[src/rtl/sid_pkg.sv]
// Shared definitions for the SID oscillator bank: register map, control-bit
// positions, LFSR geometry and the sequencer state encoding.
package sid_pkg;

  // Register offsets inside one voice's register window.
  localparam int REG_FREQ_LO = 0;
  localparam int REG_FREQ_HI = 1;
  localparam int REG_PW_LO   = 2;
  localparam int REG_PW_HI   = 3;
  localparam int REG_CTRL    = 4;

  // Control register bit positions (bit 0 is unused and not stored).
  localparam int CTRL_SYNC  = 1;
  localparam int CTRL_RING  = 2;
  localparam int CTRL_TEST  = 3;
  localparam int CTRL_TRI   = 4;
  localparam int CTRL_SAW   = 5;
  localparam int CTRL_PULSE = 6;
  localparam int CTRL_NOISE = 7;

  // Noise LFSR: 23 bits, feedback from bits 22 and 17, resets to all ones.
  localparam int LFSR_W    = 23;
  localparam int LFSR_FB_A = 22;
  localparam int LFSR_FB_B = 17;
  localparam logic [LFSR_W-1:0] LFSR_RESET = '1;
  localparam int NOISE_W   = 8;

  typedef enum logic [1:0] {
    ST_IDLE = 2'd0,
    ST_RUN  = 2'd1,
    ST_DONE = 2'd2
  } state_t;

  // Noise output bits, MSB first, taken from the LFSR taps.
  function automatic logic [NOISE_W-1:0] noiseTaps(input logic [LFSR_W-1:0] lfsr);
    return {lfsr[20], lfsr[18], lfsr[14], lfsr[11], lfsr[9], lfsr[5], lfsr[2], lfsr[0]};
  endfunction

  // Overwrite the LFSR tap bits with the given mixed-output bits (MSB first).
  function automatic logic [LFSR_W-1:0] noiseWriteback(input logic [LFSR_W-1:0] lfsr,
                                                       input logic [NOISE_W-1:0] bits);
    logic [LFSR_W-1:0] r;
    r     = lfsr;
    r[20] = bits[7];
    r[18] = bits[6];
    r[14] = bits[5];
    r[11] = bits[4];
    r[9]  = bits[3];
    r[5]  = bits[2];
    r[2]  = bits[1];
    r[0]  = bits[0];
    return r;
  endfunction

endpackage

[src/rtl/sid_osc_bank_if.sv]
// Register write bus into the oscillator bank.
// Handshake: a write is a single cycle with iWE high; it is always accepted on
// that clock edge (there is no ready/backpressure), iAddr/iData are only
// meaningful while iWE is high.
interface sid_osc_bank_if;
  logic       iWE;
  logic [4:0] iAddr;
  logic [7:0] iData;

  modport master (output iWE, iAddr, iData);
  modport slave  (input  iWE, iAddr, iData);
endinterface

[src/rtl/sid_wave_gen.sv]
// Combinational waveform generation and AND-mix for the voice currently on the
// shared datapath. Receives only the top OUT_W+1 phase bits, which cover saw,
// triangle and pulse comparison.
module sid_wave_gen
  import sid_pkg::*;
#(
  parameter int OUT_W = 12
) (
  input  logic [OUT_W:0]       iPhaseTop,
  input  logic [NOISE_W-1:0]   iNoise,
  input  logic [11:0]          iPw,
  input  logic [7:2]           iCtrl,
  input  logic                 iRingMsb,
  output logic [OUT_W-1:0]     oMix
);

  logic [OUT_W-1:0] sawWave;
  logic [OUT_W-1:0] triWave;
  logic [OUT_W-1:0] pulseWave;
  logic [OUT_W-1:0] noiseWave;
  logic             anySel;

  // Build each waveform, then AND together whichever are selected.
  always_comb begin
    sawWave = iPhaseTop[OUT_W -: OUT_W];
    triWave = iPhaseTop[OUT_W-1:0];
    if (iPhaseTop[OUT_W] ^ (iCtrl[CTRL_RING] & iRingMsb)) triWave = ~iPhaseTop[OUT_W-1:0];
    pulseWave = (iCtrl[CTRL_TEST] || (iPhaseTop[OUT_W -: 12] >= iPw)) ? '1 : '0;
    noiseWave = '0;
    noiseWave[OUT_W-1 -: NOISE_W] = iNoise;
    oMix   = '1;
    anySel = 1'b0;
    if (iCtrl[CTRL_TRI])   begin oMix = oMix & triWave;   anySel = 1'b1; end
    if (iCtrl[CTRL_SAW])   begin oMix = oMix & sawWave;   anySel = 1'b1; end
    if (iCtrl[CTRL_PULSE]) begin oMix = oMix & pulseWave; anySel = 1'b1; end
    if (iCtrl[CTRL_NOISE]) begin oMix = oMix & noiseWave; anySel = 1'b1; end
    if (!anySel) oMix = '0;
  end

endmodule

[src/rtl/sid_osc_bank.sv]
// Time-multiplexed SID oscillator bank: one shared datapath steps through all
// voices after each clkEn tick. Sync/ring use MSBs latched at the tick, so the
// processing order does not matter.
// Optional feature macro: SID_NOISE_WRITEBACK_EN (noise LFSR tap write-back
// from the mixed output, allowing noise lockup).
module sid_osc_bank
  import sid_pkg::*;
#(
  parameter int VOICES     = 3,
  parameter int ACC_W      = 24,
  parameter int OUT_W      = 12,
  parameter int BASE_ADDR  = 0,
  parameter int REG_STRIDE = 7
) (
  input  logic                      clk,
  input  logic                      iRst,
  input  logic                      clkEn,
  sid_osc_bank_if.slave             bus,
  output logic [VOICES*OUT_W-1:0]   oVoice,
  output logic [VOICES-1:0]         oMSB,
  output logic                      oValid,
  output logic                      oBusy,
  output logic                      oOverrun,
  output logic [1:0]                oState
);

  localparam int CH_W = $clog2(VOICES);

  state_t            state, stateNext;
  logic [CH_W-1:0]   ch, src;
  logic [VOICES-1:0] msbOld, msbOld2;

  logic [15:0]       freq  [VOICES];
  logic [11:0]       pw    [VOICES];
  logic [7:1]        ctrl  [VOICES];
  logic [ACC_W-1:0]  phase [VOICES];
  logic [LFSR_W-1:0] lfsr  [VOICES];

  logic [15:0]       freqCur;
  logic [11:0]       pwCur;
  logic [7:1]        ctrlCur;
  logic [ACC_W-1:0]  phaseCur, phaseNew;
  logic [LFSR_W-1:0] lfsrCur, lfsrStep, lfsrNew;
  logic              syncHit;
  logic [OUT_W-1:0]  waveMix;
  int                addrInt;

  assign addrInt = int'(bus.iAddr);
  assign oValid  = (state == ST_DONE);
  assign oBusy   = (state != ST_IDLE);
  assign oState  = state;

  // Register file: byte writes from the bus; a step in the same cycle reads the old value.
  always_ff @(posedge clk) begin
    if (iRst) begin
      for (int v = 0; v < VOICES; v++) begin
        freq[v] <= '0;
        pw[v]   <= '0;
        ctrl[v] <= '0;
      end
    end else if (bus.iWE) begin
      for (int v = 0; v < VOICES; v++) begin
        if (addrInt == BASE_ADDR + v*REG_STRIDE + REG_FREQ_LO) freq[v][7:0]  <= bus.iData;
        if (addrInt == BASE_ADDR + v*REG_STRIDE + REG_FREQ_HI) freq[v][15:8] <= bus.iData;
        if (addrInt == BASE_ADDR + v*REG_STRIDE + REG_PW_LO)   pw[v][7:0]    <= bus.iData;
        if (addrInt == BASE_ADDR + v*REG_STRIDE + REG_PW_HI)   pw[v][11:8]   <= bus.iData[3:0];
        if (addrInt == BASE_ADDR + v*REG_STRIDE + REG_CTRL)    ctrl[v]       <= bus.iData[7:1];
      end
    end
  end

  // Sequencer state, channel counter, tick-time MSB snapshots and sticky overrun.
  always_ff @(posedge clk) begin
    if (iRst) begin
      state    <= ST_IDLE;
      ch       <= '0;
      msbOld   <= '0;
      msbOld2  <= '0;
      oOverrun <= 1'b0;
    end else begin
      state <= stateNext;
      if (state == ST_IDLE && clkEn) begin
        msbOld  <= oMSB;
        msbOld2 <= msbOld;
        ch      <= '0;
      end else if (state == ST_RUN) begin
        ch <= ch + 1'b1;
      end
      if (clkEn && state != ST_IDLE) oOverrun <= 1'b1;
    end
  end

  // Next-state: IDLE -> RUN on tick, RUN for one cycle per voice, DONE for one cycle.
  always_comb begin
    stateNext = state;
    case (state)
      ST_IDLE: if (clkEn) stateNext = ST_RUN;
      ST_RUN:  if (ch == CH_W'(VOICES-1)) stateNext = ST_DONE;
      ST_DONE: stateNext = ST_IDLE;
      default: stateNext = ST_IDLE;
    endcase
  end

  // Phase and LFSR step for the voice selected by ch.
  always_comb begin
    freqCur  = freq[ch];
    pwCur    = pw[ch];
    ctrlCur  = ctrl[ch];
    phaseCur = phase[ch];
    lfsrCur  = lfsr[ch];
    src      = (ch == '0) ? CH_W'(VOICES-1) : ch - 1'b1;
    syncHit  = ctrlCur[CTRL_SYNC] && msbOld[src] && !msbOld2[src];
    if (ctrlCur[CTRL_TEST])  phaseNew = '0;
    else if (syncHit)        phaseNew = '0;
    else                     phaseNew = phaseCur + ACC_W'(freqCur);
    lfsrStep = lfsrCur;
    if (ctrlCur[CTRL_TEST])
      lfsrStep = LFSR_RESET;
    else if (!phaseCur[ACC_W-5] && phaseNew[ACC_W-5])
      lfsrStep = {lfsrCur[LFSR_W-2:0], lfsrCur[LFSR_FB_A] ^ lfsrCur[LFSR_FB_B]};
  end

  sid_wave_gen #(.OUT_W(OUT_W)) u_wave (
    .iPhaseTop (phaseNew[ACC_W-1 -: OUT_W+1]),
    .iNoise    (noiseTaps(lfsrStep)),
    .iPw       (pwCur),
    .iCtrl     (ctrlCur[7:2]),
    .iRingMsb  (msbOld[src]),
    .oMix      (waveMix)
  );

  // Optional noise write-back: mixed output bits replace the LFSR taps.
  always_comb begin
    lfsrNew = lfsrStep;
`ifdef SID_NOISE_WRITEBACK_EN
    if (ctrlCur[CTRL_NOISE] && (ctrlCur[CTRL_PULSE] || ctrlCur[CTRL_SAW] || ctrlCur[CTRL_TRI]))
      lfsrNew = noiseWriteback(lfsrStep, waveMix[OUT_W-1 -: NOISE_W]);
`endif
  end

  // Commit the processed voice: phase, LFSR, output slice and MSB.
  always_ff @(posedge clk) begin
    if (iRst) begin
      for (int v = 0; v < VOICES; v++) begin
        phase[v] <= '0;
        lfsr[v]  <= LFSR_RESET;
      end
      oVoice <= '0;
      oMSB   <= '0;
    end else if (state == ST_RUN) begin
      phase[ch]                       <= phaseNew;
      lfsr[ch]                        <= lfsrNew;
      oVoice[int'(ch)*OUT_W +: OUT_W] <= waveMix;
      oMSB[ch]                        <= phaseNew[ACC_W-1];
    end
  end

endmodule
[src/flat_wrapper.sv]
// flat-port wrapper written by rule: the top's interface ports become plain ports
module sid_osc_bank_flat import sid_pkg::*;
#(
  parameter int VOICES     = 3,
  parameter int ACC_W      = 24,
  parameter int OUT_W      = 12,
  parameter int BASE_ADDR  = 0,
  parameter int REG_STRIDE = 7
)
  (clk, iRst, clkEn, oVoice, oMSB, oValid, oBusy, oOverrun, oState, bus_iWE, bus_iAddr, bus_iData);
  sid_osc_bank_if bus_i ();
  input  logic clk;
  input  logic iRst;
  input  logic clkEn;
  output logic [VOICES*OUT_W-1:0] oVoice;
  output logic [VOICES-1:0] oMSB;
  output logic oValid;
  output logic oBusy;
  output logic oOverrun;
  output logic [1:0] oState;
  input wire logic [$bits(bus_i.iWE)-1:0] bus_iWE;
  input wire logic [$bits(bus_i.iAddr)-1:0] bus_iAddr;
  input wire logic [$bits(bus_i.iData)-1:0] bus_iData;
  assign bus_i.iWE = bus_iWE;
  assign bus_i.iAddr = bus_iAddr;
  assign bus_i.iData = bus_iData;
  sid_osc_bank #(.VOICES(VOICES), .ACC_W(ACC_W), .OUT_W(OUT_W), .BASE_ADDR(BASE_ADDR), .REG_STRIDE(REG_STRIDE)) u_core (.clk(clk), .iRst(iRst), .clkEn(clkEn), .bus(bus_i), .oVoice(oVoice), .oMSB(oMSB), .oValid(oValid), .oBusy(oBusy), .oOverrun(oOverrun), .oState(oState));
endmodule
[config.mk]
export PLATFORM = sky130hd
export DESIGN_NAME = sid_osc_bank_flat
export DESIGN_NICKNAME = d
export VERILOG_FILES = /design/src/rtl/sid_pkg.sv /design/src/rtl/sid_osc_bank_if.sv /design/src/rtl/sid_wave_gen.sv /design/src/rtl/sid_osc_bank.sv /design/src/flat_wrapper.sv
export SDC_FILE = /design/constraint.sdc
export NUM_CORES = 1
export LEC_CHECK = 0
export BUFFER_PORTS_ARGS = -buffer_cell sky130_fd_sc_hd__clkbuf_2
export CAP_MARGIN = 20
export CORE_MARGIN = 2
export CORE_UTILIZATION = 39
export CTS_CLUSTER_DIAMETER = 80
export CTS_CLUSTER_SIZE = 8
export DETAILED_ROUTE_END_ITERATION = 8
export SETUP_SLACK_MARGIN = 0.05
export SLEW_MARGIN = 20
export SYNTH_ARGS = -nofsm -noshare
export SYNTH_HDL_FRONTEND = slang
export SYNTH_SLANG_ARGS = --single-unit
[constraint.sdc]
create_clock -name clk -period 6.4 [get_ports clk]
set_input_delay 0.64 -clock clk [delete_from_list [all_inputs] [get_ports clk]]
set_output_delay 0.64 -clock clk [all_outputs]
set_load 0.05 [all_outputs]
==> qor.txt <==
first drt pass iteration count - 5
grt met3 use - 2.81%
grt met1 use - 24.9%
via count - 10788
M2 GR Usage - 31.8%
Netlist cell types - 64
core area - 41000 µm²
post-synthesis xor/xnor area fraction - 1.59%
Final Max Tran Viols - 0
post-DP HPWL - 26500 µm
fin crit share - 91.6%
setup TNS - 0 ns
Flop pwr share - 44.7%
final hold viol count - 0
CTS H-tree depth - 2
mean area per synthesized cell - 12.6 µm²
die width - 208 µm
DP Cell Count - 1840
Max Freq - 171 MHz
Net Count, Synth - 1349
Worst Path Arrival - 6.32 ns
Avg Vias per Cell - 5.61
port bufs - 60
area leader, netlist - edfxtp_1
Max Cap Viol - 0
area grow syn2layout - 14.3%
FP Rows - 74
Setup crit start kind - register
Critical Path Fanout Max - 31
switch share - 26.0%
largest net degree at the start of global routing - 93
chip height - 208 µm
number of antenna diodes - 0
Yosys top cell area share - 54.0%
Post-synth ARST share - 0%
CTS tree - yes
Clk pwr share - 41.4%
mux cell area share after synthesis - 11.3%
first-pass GRT wire length - 63700 µm
Final Util - 45.4%
post-synthesis compound-gate area fraction - 8.59%
TritonCTS Sinks - 345
fraction of layout cells with a size suffix above 1 - 15.2%
vias in the first global route - 11143
Worst Hold Path EP - u_core.oOverrun
mapped cell area - 16300 µm²
final setup margin - 0.535 ns
post-CTS setup buffer count - 0
clk_skew - 0.0165 ns
final WL - 41000 µm
Net Sw Power - 1490 µW
post-synthesis simple-gate area fraction - 12.4%
Mapped Cells - 1296
Synth Flop Type - edfxtp_1
Power Density - 308 nW/µm²
crit path time final - 5.86 ns
Worst Setup Path Type - reg -> reg
Worst-Margin Slew - 1.09 ns
largest family of logic cells by synthesized area - simple AND/OR/NAND/NOR gates
Worst Hold Class - in -> reg
R2R setup slack - 0.54 ns
die area - 43400 µm²
Root Driver - clkbuf_16
DP Worst Slack - 0.527 ns
count of antenna-violating nets left after detailed routing - 0
hold depth - 3
RSZ-0062 raised after global routing - no
status - finished, final reports clean
Final GP Congestion - 0.856
fin cells - 1923
Initial Utilization - 39.7%
Post-Synth Adder-Cell Area - 2.81%
initial antenna violation count - 0
Max transition margin - 27.5%
P_int - 4240 µW
WL per Instance - 21.3 µm
post-synthesis sequential area ratio - 60.4%
final global-route overflow total - 0
FF-to-FF End - u_core.oVoice[33]
gr busiest metal - met2
R2R cell count - 19
Crit path required time - 6.86 ns
leakage power - 0.00619 µW
DRC errors left - 0
final-stage net count - 1412
EDFF count, synth - 293
CTS clk-pin slew, worst paths - 0.05 ns
clock buffer count from CTS - 49
worst-case clock buffer depth - 3
All-Layer GR Usage - 18.8%
DRT iter0 DRCs - 796
Worst-Skew Late Latency - 0.55 ns
min-delay src - clkEn
Setup crit end kind - register
synth warn - 0
Setup Viol. Count Final - 0
Max IR drop VDD - 0.000233 V
top cells by area, synth - edfxtp_1 (54%), dfxtp_1 (6.4%), mux4_2 (5.8%)
Synth Register Bits - 345
Top Ports - 61
Combinational Power Share - 13.8%
==> layout by cell type (no fill, tap or decap), types with 10 or more instances in the layout <==
cell type,count
a32oi_1,10
clkbuf_16,49
edfxtp_1,293
inv_1,40
mux4_2,42
a21oi_1,50
buf_4,30
nor3_1,18
ha_1,35
dfxtp_1,50
clkbuf_1,30
clkbuf_2,60
nand4_1,47
nor2_1,125
xnor2_1,12
xor2_1,10
o211ai_1,29
mux2i_1,70
and2_1,42
nand3_1,45
o21ai_0,42
nand2_1,126
==> registers in the layout, indices dropped and copies added (netlist names), named ones only <==
signal and count:
u_core.pw 36, u_core.oMSB 3, u_core.lfsr 92, u_core.oOverrun 1, u_core.msbOld 3, u_core.oVoice 36
u_core.msbOld2 3, u_core.ctrl 21, u_core.ch 2, u_core.oState 2, u_core.freq 48, u_core.phase 96
==> how the worst max path moves through the flow <==
stage	from	slack, ns	to	cells after the start
2_1_floorplan	register	0.1	u_core.oVoice[15]	24
3_3_place_gp	register	0.62	u_core.oVoice[28]	22
3_5_place_dp	register	0.53	u_core.oVoice[12]	22
4_1_cts	register	0.52	u_core.oVoice[12]	22
5_1_grt	register	0.10	u_core.oVoice[33]	19
6_report	register	0.54	u_core.oVoice[33]	19
==> through the flow <==
stage | power (µW) | cell area, µm² | hold slack (ns)
after global placement | 3390 | 17200 | 0.445
after detailed placement | 3400 | 17200 | 0.444
after CTS | 5770 | 18600 | 0.375
final | 5730 | 18600 | 0.391
after floorplan | 3150 | 16300 | 0.454
after global routing | 5950 | 18600 | 0.433
==> cell families after synthesis <==
logic type / Yosys count
flip-flops: 345
buffers and inverters: 118
XOR/XNOR: 25
multiplexers: 122
adder cells (fa/ha/maj): 36
AO/OA/AOI/OAI: 213
AND/OR/NAND/NOR: 437
==> power by group through the flow <==
stage	Combinational, µW	Sequential [µW]	Clock [µW]
final	792	2560	2380
after detailed placement	788	2610	0
after global routing	865	2570	2510
after CTS	792	2560	2410
after floorplan	547	2610	0
after global placement	783	2600	0
==> metal layers <==
layer  wire length, µm  part of all wire, %
met1             17800                   43
met2             20000                   49
met3              2020                  4.9
met4              1110                  2.7
met5                 0                    0
==> final cells by class <==
class	instances	area, µm²
inverter	40	150
multi-input combinational	833	6050
timing repair buffer	90	526
clock inverter	4	52.6
fill	3725	22400
tap	532	666
sequential	345	9850
clock buffer	79	1340
==> cell usage after synthesis (all sizes together) (2+ instances only) <==
cell type,n
a211oi,7
nor2b,4
a221oi,8
a31oi,8
a211o,4
o21a,10
edfxtp,293
ha,35
inv,40
nor3b,2
o211ai,30
a32oi,10
dfxtp,52
nor3,18
a21o,8
nand3,45
o211a,2
nor2,125
o21ai,47
o31ai,8
nor4,3
nand4,47
xor2,12
or2,2
a21oi,50
mux2i,71
o21bai,2
mux2,4
xnor2,12
buf,20
nand2b,5
or3,2
and2,42
and3,11
clkbuf,58
a41oi,2
nand2,129
a22oi,5
mux4,47
o22ai,4
==> worst max-delay path, cell delays in order, from the launching register on <==
cell and delay [ns]:
dfxtp_4 0.72, mux4_2 0.58, ha_1 0.23, inv_1 0.08, fa_1 0.20, nor2b_1 0.07, o31ai_1 0.48, a21oi_1 0.24
a31oi_1 0.23, buf_4 0.19, mux2i_1 0.41, inv_1 0.16, ha_1 0.31, nand4_1 0.10, o31ai_1 0.24, and3_1 0.22
o22ai_2 0.17, a221oi_1 0.59, o21ai_0 0.29, o211ai_1 0.23
==> repair_timing <==
item | 4_1_cts | 5_1_grt
setup endpoints to repair | 0 | 3
hold buffers | 0 | 0
hold endpoints to repair | 0 | 0
resized for setup | 0 | 1
(Power assumes the default switching activity.)
